**config.mk**
```make
export PLATFORM = sky130hd
export DESIGN_NAME = demux_stream
export DESIGN_NICKNAME = d
export VERILOG_FILES = /design/src/rtl/demux_clog2_pkg.sv /design/src/rtl/demux_stream_pkg.sv /design/src/rtl/demux_slot.sv /design/src/rtl/demux_stream.sv
export SDC_FILE = /design/constraint.sdc
export NUM_CORES = 1
export LEC_CHECK = 0
export CAP_MARGIN = 5
export CORE_MARGIN = 10
export CORE_UTILIZATION = 42
export CTS_CLUSTER_DIAMETER = 50
export DETAILED_ROUTE_END_ITERATION = 16
export GPL_TIMING_DRIVEN = 0
export MAX_ROUTING_LAYER = met4
export PLACE_DENSITY = 0.77
export SLEW_MARGIN = 20
export SYNTH_ARGS = -nofsm -noshare
export SYNTH_HDL_FRONTEND = slang
export SYNTH_HIERARCHICAL = 1
export SYNTH_SLANG_ARGS = --single-unit
export TNS_END_PERCENT = 30
```
**constraint.sdc**
```tcl
create_clock -name clk -period 2 [get_ports clk]
set_input_delay 0.6 -clock clk [delete_from_list [all_inputs] [get_ports clk]]
set_output_delay 0.6 -clock clk [all_outputs]
set_load 0.02 [all_outputs]
```
**src/rtl/demux_clog2_pkg.sv**
```systemverilog
// Constant ceil(log2(n)) helper shared by parametrised blocks.
// Guarded so a later block may include this file without redefining the package.
`ifndef DEMUX_CLOG2_PKG_SV
`define DEMUX_CLOG2_PKG_SV

package demux_clog2_pkg;

  // Counts the powers of two strictly below n; the result is ceil(log2(n)) for n >= 1.
  function automatic int unsigned clog2_const(input int unsigned n);
    int unsigned r;
    r = 0;
    for (int unsigned i = 0; i < 32; i++) begin
      if ((64'd1 << i) < 64'(n)) r = i + 1;
    end
    return r;
  endfunction

endpackage

`endif

```
**src/rtl/demux_stream_pkg.sv**
```systemverilog
// Shared types and helpers for the stream demultiplexer.
package demux_stream_pkg;

  localparam int unsigned DROP_W = 8;

  typedef logic [DROP_W-1:0] drop_cnt_t;

  localparam drop_cnt_t DROP_MAX = '1;

  // Saturating increment so the drop counter never wraps.
  function automatic drop_cnt_t drop_sat_inc(input drop_cnt_t c);
    return (c == DROP_MAX) ? c : c + DROP_W'(1);
  endfunction

endpackage

```
**src/rtl/demux_slot.sv**
```systemverilog
// One-entry output slot: a valid bit plus data register, loadable while draining.
module demux_slot #(
  parameter int unsigned WIDTH = 8
) (
  input  logic             clk,
  input  logic             reset,
  input  logic             load,
  input  logic             drain,
  input  logic [WIDTH-1:0] d,
  output logic [WIDTH-1:0] q,
  output logic             valid
);

  logic             valid_d, valid_q;
  logic [WIDTH-1:0] data_d, data_q;

  // A load wins over a drain so drain-and-refill keeps the slot full.
  always_comb begin
    valid_d = valid_q;
    data_d  = data_q;
    if (load) begin
      valid_d = 1'b1;
      data_d  = d;
    end else if (drain) begin
      valid_d = 1'b0;
    end
  end

  always_ff @(posedge clk) begin
    if (reset) begin
      valid_q <= 1'b0;
      data_q  <= '0;
    end else begin
      valid_q <= valid_d;
      data_q  <= data_d;
    end
  end

  assign q     = data_q;
  assign valid = valid_q;

endmodule

```
**src/rtl/demux_stream.sv**
```systemverilog
// Ready/valid stream demultiplexer: unicast by select, broadcast to all channels,
// and counted discard of words addressed to a non-existent channel.
module demux_stream
  import demux_stream_pkg::*;
  import demux_clog2_pkg::*;
#(
  parameter  int unsigned WIDTH = 8,
  parameter  int unsigned WAYS  = 4,
  localparam int unsigned SEL_W = clog2_const(WAYS)
) (
  input  logic                  clk,
  input  logic                  reset,
  input  logic [WIDTH-1:0]      in,
  input  logic                  inValid,
  output logic                  inReady,
  input  logic [SEL_W-1:0]      select,
  input  logic                  broadcast,
  output logic [WAYS*WIDTH-1:0] out,
  output logic [WAYS-1:0]       outValid,
  input  logic [WAYS-1:0]       outReady,
  output logic [7:0]            dropCount
);

  localparam logic [SEL_W:0] WAYS_L = (SEL_W+1)'(WAYS);

  logic [WAYS-1:0] slot_valid;
  logic [WAYS-1:0] slot_free_c;
  logic [WAYS-1:0] slot_drain_c;
  logic [WAYS-1:0] slot_load_c;
  logic            sel_legal_c;
  logic            in_ready_c;
  logic            accept_c;
  logic            drop_c;
  drop_cnt_t       drop_cnt_d, drop_cnt_q;

  // Readiness never looks at inValid; a slot is free when empty or draining this cycle.
  always_comb begin
    sel_legal_c  = ({1'b0, select} < WAYS_L);
    slot_drain_c = slot_valid & outReady;
    slot_free_c  = ~slot_valid | outReady;
    in_ready_c   = 1'b0;
    if (reset) begin
      in_ready_c = 1'b0;
    end else if (broadcast) begin
      in_ready_c = &slot_free_c;
    end else if (!sel_legal_c) begin
      in_ready_c = 1'b1;
    end else begin
      for (int unsigned k = 0; k < WAYS; k++) begin
        if (select == SEL_W'(k)) in_ready_c = slot_free_c[k];
      end
    end

    accept_c    = inValid & in_ready_c;
    slot_load_c = '0;
    if (accept_c) begin
      if (broadcast) begin
        slot_load_c = '1;
      end else begin
        for (int unsigned k = 0; k < WAYS; k++) begin
          if (sel_legal_c && (select == SEL_W'(k))) slot_load_c[k] = 1'b1;
        end
      end
    end

    drop_c     = accept_c & ~broadcast & ~sel_legal_c;
    drop_cnt_d = drop_c ? drop_sat_inc(drop_cnt_q) : drop_cnt_q;
  end

  always_ff @(posedge clk) begin
    if (reset) begin
      drop_cnt_q <= '0;
    end else begin
      drop_cnt_q <= drop_cnt_d;
    end
  end

  for (genvar k = 0; k < WAYS; k++) begin : g_slot
    demux_slot #(
      .WIDTH (WIDTH)
    ) u_slot (
      .clk   (clk),
      .reset (reset),
      .load  (slot_load_c[k]),
      .drain (slot_drain_c[k]),
      .d     (in),
      .q     (out[k*WIDTH +: WIDTH]),
      .valid (slot_valid[k])
    );
  end

  assign inReady   = in_ready_c;
  assign outValid  = slot_valid;
  assign dropCount = drop_cnt_q;

endmodule
```
== After elaboration in Yosys (flattened, before gate mapping) ==
Cells that the tools add are included.

* Eq/ne operators: 3
* Mux-type cells: 20
* Bitwise gates (word level): 4
* Reduce and logical (&&, ||, !) cells: 6

{| class="wikitable"
|+ Operators by type and width
! cell !! number
|-
| $mux 1 || 18
|-
| $mux 4 || 2
|-
| $reduce_bool 2->1 || 4
|-
| $and 4x4->4 || 1
|-
| $eq 2x2->1 const B || 2
|-
| $not 4->4 || 1
|-
| $or 4x4->4 || 1
|-
| $reduce_and 4->1 || 1
|-
| $eq 2x1->1 const B || 1
|-
| $logic_not 2->1 || 1
|-
| $and 1x1->1 || 1
|}

* Register bits: 36
* Input bits: 18
* Output and inout port bits: 45
* Logic and storage cells: 41

== Logic depth before layout (Yosys ltp) ==
Gate-level depths: netlist (run 1).

* Depth after elaboration: 11
* Gate-level depth with buffers: 7
* Depth with buffers taken out: 6

== Modules after synthesis ==
The synthesis (run 1) kept the hierarchy.

{| class="wikitable"
|+ By module, submodules not included
! module !! instances !! cells an instance !! area an instance (um^2) !! seq. area each (um^2)
|-
| demux_slot || 4 || 30 || 321.6 || 180.2
|-
| demux_stream || 1 || 34 || 247.7 || 0.0
|}

== Worst setup path before layout (run 1) ==
OpenSTA, ideal clock, no wires.

* Path type: input port to output port
* From: in select[0]
* To: out inReady
* Arrival: 1325 ps
* Required time: 1400 ps
* Setup slack: 75 ps
* Cell stages on the path: 4
* Path buffers: 0
* Cells stage by stage: nor2b_1 > o21ai_2 > o311ai_4 > nor2_1

* Longest elaborated chain between the ends: 7
* Elaborated cells between the ends (all ways): 10
* Those cells by class: 3 x eq/ne; 6 x mux; 1 x reduce/logical

{| class="wikitable"
|+ Ends and longest elaborated chain
! what !! RTL line !! source
|-
| start: declaration || demux_stream.sv:16 || <nowiki>input logic [SEL_W-1:0] select,</nowiki>
|-
| $logic_not 2->1 || demux_stream.sv:50 || <nowiki>if (select == SEL_W'(k)) in_ready_c = slot_free_c[k];</nowiki>
|-
| $mux 1 (3 in series) || demux_stream.sv:50 ||
|-
| $mux 1 * || demux_stream.sv:50 ||
|-
| $mux 1 * || demux_stream.sv:44 || <nowiki>end else if (broadcast) begin</nowiki>
|-
| $mux 1 * || demux_stream.sv:42 || <nowiki>if (reset) begin</nowiki>
|-
| end: declaration || demux_stream.sv:15 || <nowiki>output logic inReady,</nowiki>
|}

Every way passes the cells marked *; elsewhere a longest branch is shown, timed or not.

== Worst setup path after layout (run 1) ==
* From: in outReady[3]
* To: out inReady

* Longest elaborated chain between the ends: 4
* Elaborated cells between the ends (all ways): 5
* Those cells by class: 3 x mux; 1 x bitwise; 1 x reduce/logical

{| class="wikitable"
|+ Ends and longest elaborated chain
! what !! RTL line !! source
|-
| start: declaration || demux_stream.sv:20 || <nowiki>input logic [WAYS-1:0] outReady,</nowiki>
|-
| $or 4x4->4 * || demux_stream.sv:40 || <nowiki>slot_free_c = ~slot_valid | outReady;</nowiki>
|-
| $reduce_and 4->1 or $mux 1 (tied branches) || demux_stream.sv:45, demux_stream.sv:50 ||
|-
| $mux 1 * || demux_stream.sv:44 ||
|-
| $mux 1 * || demux_stream.sv:42 ||
|}

Marks and branches as above.

==> results_dict.tcl, run 1 <==
set metrics [dict create \
    via_count 1267 \
    drive_gt1_share_pct 21.6 \
    clock_tree.root_cell "clkbuf_8" \
    synth_edf_count 0 \
    grt_pass1_vias 1362 \
    r2r_slack_ns 0.21 \
    io_buffers 54 \
    async_reset_ff_share_pct 0 \
    muxShareOfSynthArea_pct 20.9 \
    drtPass1Iterations 4 \
    place_hpwl_um 3160 \
    finalCriticalPeriod_ns 1.97 \
    synth_compound_area_share_pct 6.69 \
    final_util_pct 68.8 \
    fin_cells 273 \
    die_h_um 80.4 \
    fillers 277 \
    syn_inst 154 \
    status "finished clean" \
    routedWlPerCell_um 15.8 \
    clk_pin_slew_ns 0.07 \
    cp-start-kind "input pin" \
    cp-end-kind "output port" \
    busiest_layer "met2" \
    clock-sinks 36 \
    grt_first_pass_wirelength_um 6640 \
    ys.flop_type "dfxtp_1" \
    areaGrowthSynthToFinish_pct 54.5 \
    syn-cell-area_um2 1530 \
    cap_violations 0 \
    vias_per_cell 4.64 \
    cts_tree "built" \
    antenna_found_initial 0 \
    multi_input_area_um2 738 \
    yosysSeqAreaShare_pct 47.0 \
    synthXorXnorAreaFrac_pct 0 \
    rr_worst_depth 8 \
    place.gp.congestion 0.841 \
    placed_cells 261 \
    h-tree-depth 2 \
    rr_startpoint "g_slot[0].u_slot/valid$_SDFFE_PP0P_" \
    yosys-top-cells-count "dfxtp_1, nor2_1, mux2i_1" \
    setup-violations-final 0 \
    yosysMostFrequentCell "dfxtp_1" \
    min_to "g_slot[2].u_slot/valid$_SDFFE_PP0P_" \
    ir_drop_mv 0.641 \
    setup_tns_ns 0 \
    synth.distinct_cells 22 \
    drt-initial-drc-count 38 \
    crit_start "outReady[3]" \
    synth-seq-cells 36 \
    chipWidth_um 80.4 \
    power_density_nw_per_um2 839 \
    worstPathMaxFanout 2 \
    globalRouteMet2Util_pct 20.9 \
    clk_latency_ns 0.29 \
    yosys-top-cells-area "dfxtp_1, mux2i_1, nor2_1, buf_4, buf_6" \
    hold_viol_final 0 \
    fp-row-count 21 \
    numCtsBuffers 5 \
    finalWirelength_um 4300 \
    overflow 0 \
    cp.arrival_ns 1.37 \
    cts_buffer_depth 2 \
    synth.avg_cell_area_um2 9.96 \
    synth_top_family_by_area "multiplexers" \
    period_share_pct 98.4 \
    diodes 0 \
    maxSlewViolCount 0 \
    start_util_pct 44.6 \
    area.sequential_um2 723 \
    met1_usage_pct 15.1 \
    grtUsageTotal_pct 13.8 \
    p_leak_nw 0.929 \
    min_path_type "register to register" \
    drc_errors 0 \
    die-area_um2 6470 \
    io_pins 63 \
    grt_max_degree 13 \
    synth.largest_area_cell "dfxtp_1" \
    min_from "g_slot[2].u_slot/valid$_SDFFE_PP0P_" \
    synthAdderAreaFrac_pct 0 \
    whs_path_depth 2 \
    critPathKind "input pin to output port" \
    drtAntennaViolNets 0 \
    finalNetCount 244 \
    synthSimpleGateAreaFrac_pct 15.8 \
    fin_worst_skew_ns 0.00624 \
    r2r-end "g_slot[3].u_slot/q[1]$_SDFFE_PP0P_" \
    yosysWarnings 6 \
    required_ns 1.40 \
    max_freq_mhz 508 \
    coreArea_um2 3440 \
    use_met3_pct 7.24 \
    synth_top_area_share_pct 47.0 \
]
-- what timing repair did --
item / in CTS / in global routing
pin swaps: 5 / 6
endpoints found under the setup margin: 34 / 1
setup buffers: 3 / 1
hold buffers: 0 / 0
resized for setup: 36 / 14
-- through the flow --
| stage | setup slack (ns) | area (um^2) | power (mW) | hold WS, ns |
|---|---|---|---|---|
| after floorplan | 0.0754 | 1560 | 0.966 | 0.562 |
| after global placement | -0.884 | 2160 | 1.10 | 0.474 |
| after detailed placement | -0.899 | 2160 | 1.11 | 0.482 |
| after CTS | 0.00479 | 2340 | 2.00 | 0.500 |
| after global routing | -0.0163 | 2370 | 2.08 | 0.513 |
| final | 0.0330 | 2370 | 1.99 | 0.492 |
-- layout make-up --
type                    count  area share (%)
multi-input cells         104            31.2
plain buffers              16            5.28
flip-flops and latches     36            30.5
clock buffers               5            2.90
repair buffers             58            23.1
clock inverters             3            3.80
well taps                  46            2.43
inverters                   5           0.792
-- logic make-up after synthesis --
| logic type | after synthesis |
|---|---|
| buffers and inverters | 21 |
| AND/OR/NAND/NOR | 51 |
| flip-flops | 36 |
| AO/OA/AOI/OAI | 13 |
| other | 1 |
| multiplexers | 32 |
-- critical path, stage by stage --
cell           delay [ns]
dlygate4sd2_1        0.27
o311ai_4             0.28
nor2_2               0.08
buf_6                0.13
-- how the worst max path moves through the flow --
stage | slack (ns) | to
2_1_floorplan | 0.08 | inReady
3_3_place_gp | -0.88 | inReady
3_5_place_dp | -0.90 | inReady
4_1_cts | 0.005 | inReady
5_1_grt | -0.02 | inReady
6_report | 0.03 | inReady
-- registers in the layout (all words and copies together), names as in the netlist --
signal,count
g_slot.u_slot/q,32
g_slot.u_slot/valid,4
-- placed cells by master (no fill, tap or decap), types with 2 or more instances in the layout --
cell / count
buf_6: 6
dfxtp_2: 2
clkbuf_2: 4
a21oi_4: 2
inv_1: 5
clkdlybuf4s50_1: 45
and2_1: 4
clkbuf_8: 5
nor2_2: 2
nor3_1: 3
bufinv_16: 3
conb_1: 8
dlygate4sd2_1: 2
nor2_1: 32
buf_4: 13
o21ai_0: 3
nand2b_1: 4
buf_2: 4
mux2i_1: 32
a21oi_1: 4
dfxtp_1: 34
nor2b_4: 3
-- metal layers --
metal	vias to the layer above	share of wire, %
li1	633	-
met3	7	11
met4	0	1.2
met1	573	43
met5	-	0
met2	54	44
-- where the power goes --
part           internal, mW  switching [mW]
Clock                 0.624           0.255
Sequential            0.751          0.0207
Combinational         0.166           0.172
Total                  1.54           0.449
No activity file was read; power rests on OpenSTA's default activity.
==> inputs of run 2 (changes only) <==
--- a/config.mk
+++ b/config.mk
@@ -10,7 +10,6 @@
 export CORE_UTILIZATION = 42
 export CTS_CLUSTER_DIAMETER = 50
 export DETAILED_ROUTE_END_ITERATION = 16
-export GPL_TIMING_DRIVEN = 0
 export MAX_ROUTING_LAYER = met4
 export PLACE_DENSITY = 0.77
 export SLEW_MARGIN = 20
==> results_dict.tcl, run 2 (synthesized netlist as in run 1, its figures left out) <==
set metrics [dict create \
    areaGrowthSynthToFinish_pct 44.1 \
    placed_cells 257 \
    chipWidth_um 80.4 \
    ir_drop_mv 0.587 \
    vias_per_cell 4.61 \
    power_density_nw_per_um2 724 \
    min_path_type "register to register" \
    cts_tree "built" \
    worstPathCellList "dlygate4sd2_1, o311ai_4, nor2_1, buf_4" \
    met1_usage_pct 14.2 \
    drc_errors 0 \
    status "finished clean" \
    period_share_pct 99.3 \
    drtPass1Iterations 4 \
    area.sequential_um2 721 \
    clock-sinks 36 \
    drt-initial-drc-count 42 \
    max_freq_mhz 503 \
    cap_violations 0 \
    hold_buffers 0 \
    globalRouteMet2Util_pct 18.5 \
    antenna_found_initial 0 \
    die-area_um2 6470 \
    place.gp.congestion 0.870 \
    dp_worst_setup_slack_ns -0.871 \
    clock_tree.root_cell "clkbuf_8" \
    fin_area_um2 2210 \
    required_ns 1.40 \
    fp-row-count 21 \
    final_common_cell "clkdlybuf4s50_1" \
    critPathKind "input pin to output port" \
    setup-violations-final 0 \
    drive_gt1_share_pct 15.5 \
    coreArea_um2 3440 \
    setup_slack_ns 0.0133 \
    maxSlewViolCount 0 \
    fillers 292 \
    via_count 1221 \
    use_met3_pct 6.12 \
    setup_tns_ns 0 \
    hold_viol_final 0 \
    io_buffers 54 \
    multi_input_area_um2 712 \
    final_cell_mix "clkdlybuf4s50_1, dfxtp_1, nor2_1" \
    place_hpwl_um 3030 \
    whs_ns 0.494 \
    diodes 0 \
    slowest_stage "dlygate4sd2_1" \
    place_area_um2 2120 \
    final_util_pct 64.2 \
    cts_setup_buffers 0 \
    clk_latency_ns 0.29 \
    finalNetCount 236 \
    fin_worst_skew_ns 0.00420 \
    largest_reg_flops 32 \
    finalCriticalPeriod_ns 1.99 \
    grt_max_degree 37 \
    die_h_um 80.4 \
    cts_buffer_depth 2 \
    grtUsageTotal_pct 12.6 \
    finalWirelength_um 4000 \
    clk_pin_slew_ns 0.06 \
    cp-end-kind "output port" \
    start_util_pct 44.6 \
    finalPower_mw 1.60 \
    busiest_layer "met2" \
    grt_first_pass_wirelength_um 6140 \
    grt_pass1_vias 1238 \
    max_stage_delay_ns 0.27 \
    numCtsBuffers 5 \
    io_pins 63 \
    routedWlPerCell_um 15.1 \
    h-tree-depth 2 \
    p_leak_nw 0.853 \
    fin_cells 265 \
    cp.arrival_ns 1.39 \
    overflow 0 \
    worstPathMaxFanout 2 \
    cp-start-kind "input pin" \
    drtAntennaViolNets 0 \
    rsz0062_at_grt "yes" \
]
## run 2: cell count changes in the layout (fill, tap and decap cells not counted), sizes merged
cell	delta
clkbuf	-1
dlygate4sd2	-1
bufinv	-3
buf	-5
clkdlybuf4s15	+2
## run 2: final timing paths
check / endpoint / slack, ns / start / depth (start not counted)
setup / recovery: inReady / 0.01 / outReady[3] / 4
hold / removal: g_slot[1].u_slot/q[5]$_SDFFE_PP0P_ / 0.49 / g_slot[1].u_slot/q[5]$_SDFFE_PP0P_ / 2
setup reg to reg: g_slot[3].u_slot/q[0]$_SDFFE_PP0P_ / 0.19 / g_slot[2].u_slot/valid$_SDFFE_PP0P_ / 8
hold reg to reg: g_slot[1].u_slot/q[5]$_SDFFE_PP0P_ / 0.49 / g_slot[1].u_slot/q[5]$_SDFFE_PP0P_ / 2
## run 2: worst max-delay path, delay by kind of cell
kind / cells / cell delay (ns)
buffers and inverters: 2 / 0.43
AOI/OAI and AO/OA: 1 / 0.27
and+or+nand+nor: 1 / 0.08
## run 2: where the power goes
part	internal (mW)	switching [mW]	total [mW]
registers	0.751	0.0171	0.768
logic	0.152	0.165	0.317
clock network	0.280	0.235	0.515
total	1.18	0.417	1.60
## run 2: what timing repair did
action,in CTS,in global routing
setup endpoints to repair,37,2
hold endpoints to repair,0,0
gates resized for setup,33,5
pin swaps,3,3
## run 2: layout make-up
| type | count | area share [%] |
|---|---|---|
| Clock buffer | 8 | 4.07 |
| Multi-Input combinational cell | 104 | 32.2 |
| Inverter | 5 | 0.849 |
| Sequential cell | 36 | 32.6 |
| Timing Repair Buffer | 66 | 27.7 |
| Tap cell | 46 | 2.60 |
## run 2: per-layer routing
metal | wire length (um) | part of all wire (%)
met1 | 1740 | 44
met3 | 494 | 12
met2 | 1690 | 42
met5 | 0 | 0
met4 | 64 | 1.6
==> inputs of run 3 (changes only) <==
--- a/config.mk
+++ b/config.mk
@@ -5,13 +5,13 @@
 export SDC_FILE = /design/constraint.sdc
 export NUM_CORES = 1
 export LEC_CHECK = 0
-export CAP_MARGIN = 5
 export CORE_MARGIN = 10
 export CORE_UTILIZATION = 42
 export CTS_CLUSTER_DIAMETER = 50
 export DETAILED_ROUTE_END_ITERATION = 16
 export MAX_ROUTING_LAYER = met4
 export PLACE_DENSITY = 0.77
+export SETUP_SLACK_MARGIN = 0.5
 export SLEW_MARGIN = 20
 export SYNTH_ARGS = -nofsm -noshare
 export SYNTH_HDL_FRONTEND = slang
==> results_dict.tcl, run 3 (synthesized netlist as in run 1, its figures left out) <==
set metrics [dict create \
    min_to "g_slot[1].u_slot/q[1]$_SDFFE_PP0P_" \
    start_util_pct 44.6 \
    finalCriticalPeriod_ns 1.94 \
    area.sequential_um2 723 \
    die_h_um 80.4 \
    dp_worst_setup_slack_ns -0.917 \
    drtAntennaViolNets 0 \
    finalWirelength_um 4270 \
    finalNetCount 242 \
    power.internal_mw 1.37 \
    grt_first_pass_wirelength_um 6800 \
    worstPathCellList "buf_8, nor2b_4, o21ai_2, o311ai_4, nor2_4, buf_6" \
    final_cell_mix "clkdlybuf4s50_1, dfxtp_1, nor2_1" \
    setup-violations-final 0 \
    largest_reg_flops 32 \
    min_from "g_slot[1].u_slot/q[1]$_SDFFE_PP0P_" \
    clk_latency_ns 0.28 \
    fp-row-count 21 \
    grt_pass1_vias 1368 \
    hold_viol_final 0 \
    required_ns 1.40 \
    r2r_slack_ns 0.15 \
    vias_per_cell 4.61 \
    cp.arrival_ns 1.34 \
    whs_path_depth 2 \
    clk_pin_slew_ns 0.07 \
    cts_buffer_depth 2 \
    multi_input_area_um2 782 \
    drc_errors 0 \
    finalPower_mw 1.82 \
    status "finished clean" \
    rr_worst_depth 8 \
    hold_buffers 0 \
    slowest_stage "o21ai_2" \
    min_path_type "register to register" \
    drt-initial-drc-count 50 \
    place_hpwl_um 3040 \
    fin_area_um2 2400 \
    rsz0062_at_grt "yes" \
    die-area_um2 6470 \
    overflow 0 \
    r2r-end "g_slot[3].u_slot/q[1]$_SDFFE_PP0P_" \
    clock-sinks 36 \
    placed_cells 256 \
    seq_power_share_pct 42.3 \
    cap_violations 0 \
    fin_cells 271 \
    antenna_found_initial 0 \
    grt_max_degree 37 \
    numCtsBuffers 5 \
    clkPwrFrac_pct 37.9 \
    place_area_um2 2140 \
    cp-start-kind "input pin" \
    h-tree-depth 2 \
    cts_tree "built" \
    period_share_pct 97.0 \
    fin_worst_skew_ns 0.00144 \
    io_buffers 54 \
    via_count 1249 \
    cp-end-kind "output port" \
    place.gp.congestion 0.795 \
    ir_drop_mv 0.515 \
    chipWidth_um 80.4 \
    areaGrowthSynthToFinish_pct 56.6 \
    setup_slack_ns 0.0594 \
    critPathKind "input pin to output port" \
    final_common_cell "clkdlybuf4s50_1" \
    power_frac_comb_pct 19.8 \
    io_pins 63 \
    drive_gt1_share_pct 25.3 \
    routedWlPerCell_um 15.7 \
    grtUsageTotal_pct 14.0 \
    maxSlewViolCount 0 \
    diodes 0 \
    coreArea_um2 3440 \
    max_stage_delay_ns 0.15 \
    p_sw_share_pct 24.9 \
    rr_startpoint "g_slot[0].u_slot/valid$_SDFFE_PP0P_" \
    p_leak_nw 0.933 \
    p_sw_uw 453 \
    worstPathMaxFanout 4 \
    power_density_nw_per_um2 757 \
    drtPass1Iterations 4 \
    max_freq_mhz 515 \
    clock_tree.root_cell "clkbuf_8" \
    fillers 257 \
]
## run 3: cell count changes in the layout (fill, tap and decap cells not counted), sizes merged
cell,before,now
buf,18,27
clkdlybuf4s50,45,39
clkbuf,8,10
bufinv,0,1
clkdlybuf4s15,2,3
dlygate4sd2,1,0
## run 3: worst max-delay path by stage
stage	slack, ns	start	endpoint	cells past startpoint
after CTS	0.06	select[0]	inReady	6
after detailed placement	-0.92	select[1]	inReady	6
after global placement	-0.85	select[0]	inReady	5
final	0.06	select[0]	inReady	6
after global routing	0.02	select[0]	inReady	6
after floorplan	0.21	select[0]	g_slot[3].u_slot/q[0]$_SDFFE_PP0P_	7
## run 3: worst max-delay path, delay by kind of cell
| kind | cells | cell delay (ns) |
|---|---|---|
| compound gates | 2 | 0.28 |
| simple gates | 2 | 0.24 |
| buf+inv | 2 | 0.22 |
## run 3: area by class of cell
type / count / area share (%)
flip-flops and latches: 36 / 30.1
clock inverters: 1 / 1.25
inverters: 5 / 0.781
repair buffers: 72 / 28.9
clock buffers: 7 / 4.01
well taps: 46 / 2.40
multi-input cells: 104 / 32.6
## run 3: power groups by stage
stage | sequential [mW] | clock, mW | combinational [mW]
finish | 0.769 | 0.690 | 0.360
global route | 0.773 | 0.742 | 0.385
CTS | 0.769 | 0.707 | 0.356
detailed placement | 0.784 | 0 | 0.324
global placement | 0.782 | 0 | 0.317
floorplan | 0.824 | 0 | 0.146
## run 3: layer usage
metal	wire, um	GRT usage (%)
met1	1790	15.1
met2	2050	22.5
met3	406	6.68
met4	26	3.70
met5	0	-
## run 3: stage by stage
stage / setup TNS (ns) / hold slack [ns] / utilization (%)
after floorplan: 0 / 0.562 / -
after detailed placement: -22.30 / 0.482 / 62.1
after global routing: 0 / 0.533 / 69.8
final: 0 / 0.493 / 69.8
after global placement: -19.48 / 0.472 / 62.1
after CTS: 0 / 0.500 / 69.4
## run 3: timing repair
| item | 4_1_cts | 5_1_grt |
|---|---|---|
| endpoints found under the setup margin | 73 | 73 |
| pin swaps | 8 | 1 |
| gates cloned | 4 | 0 |
| setup buffers | 2 | 1 |
| gates resized for setup | 59 | 34 |
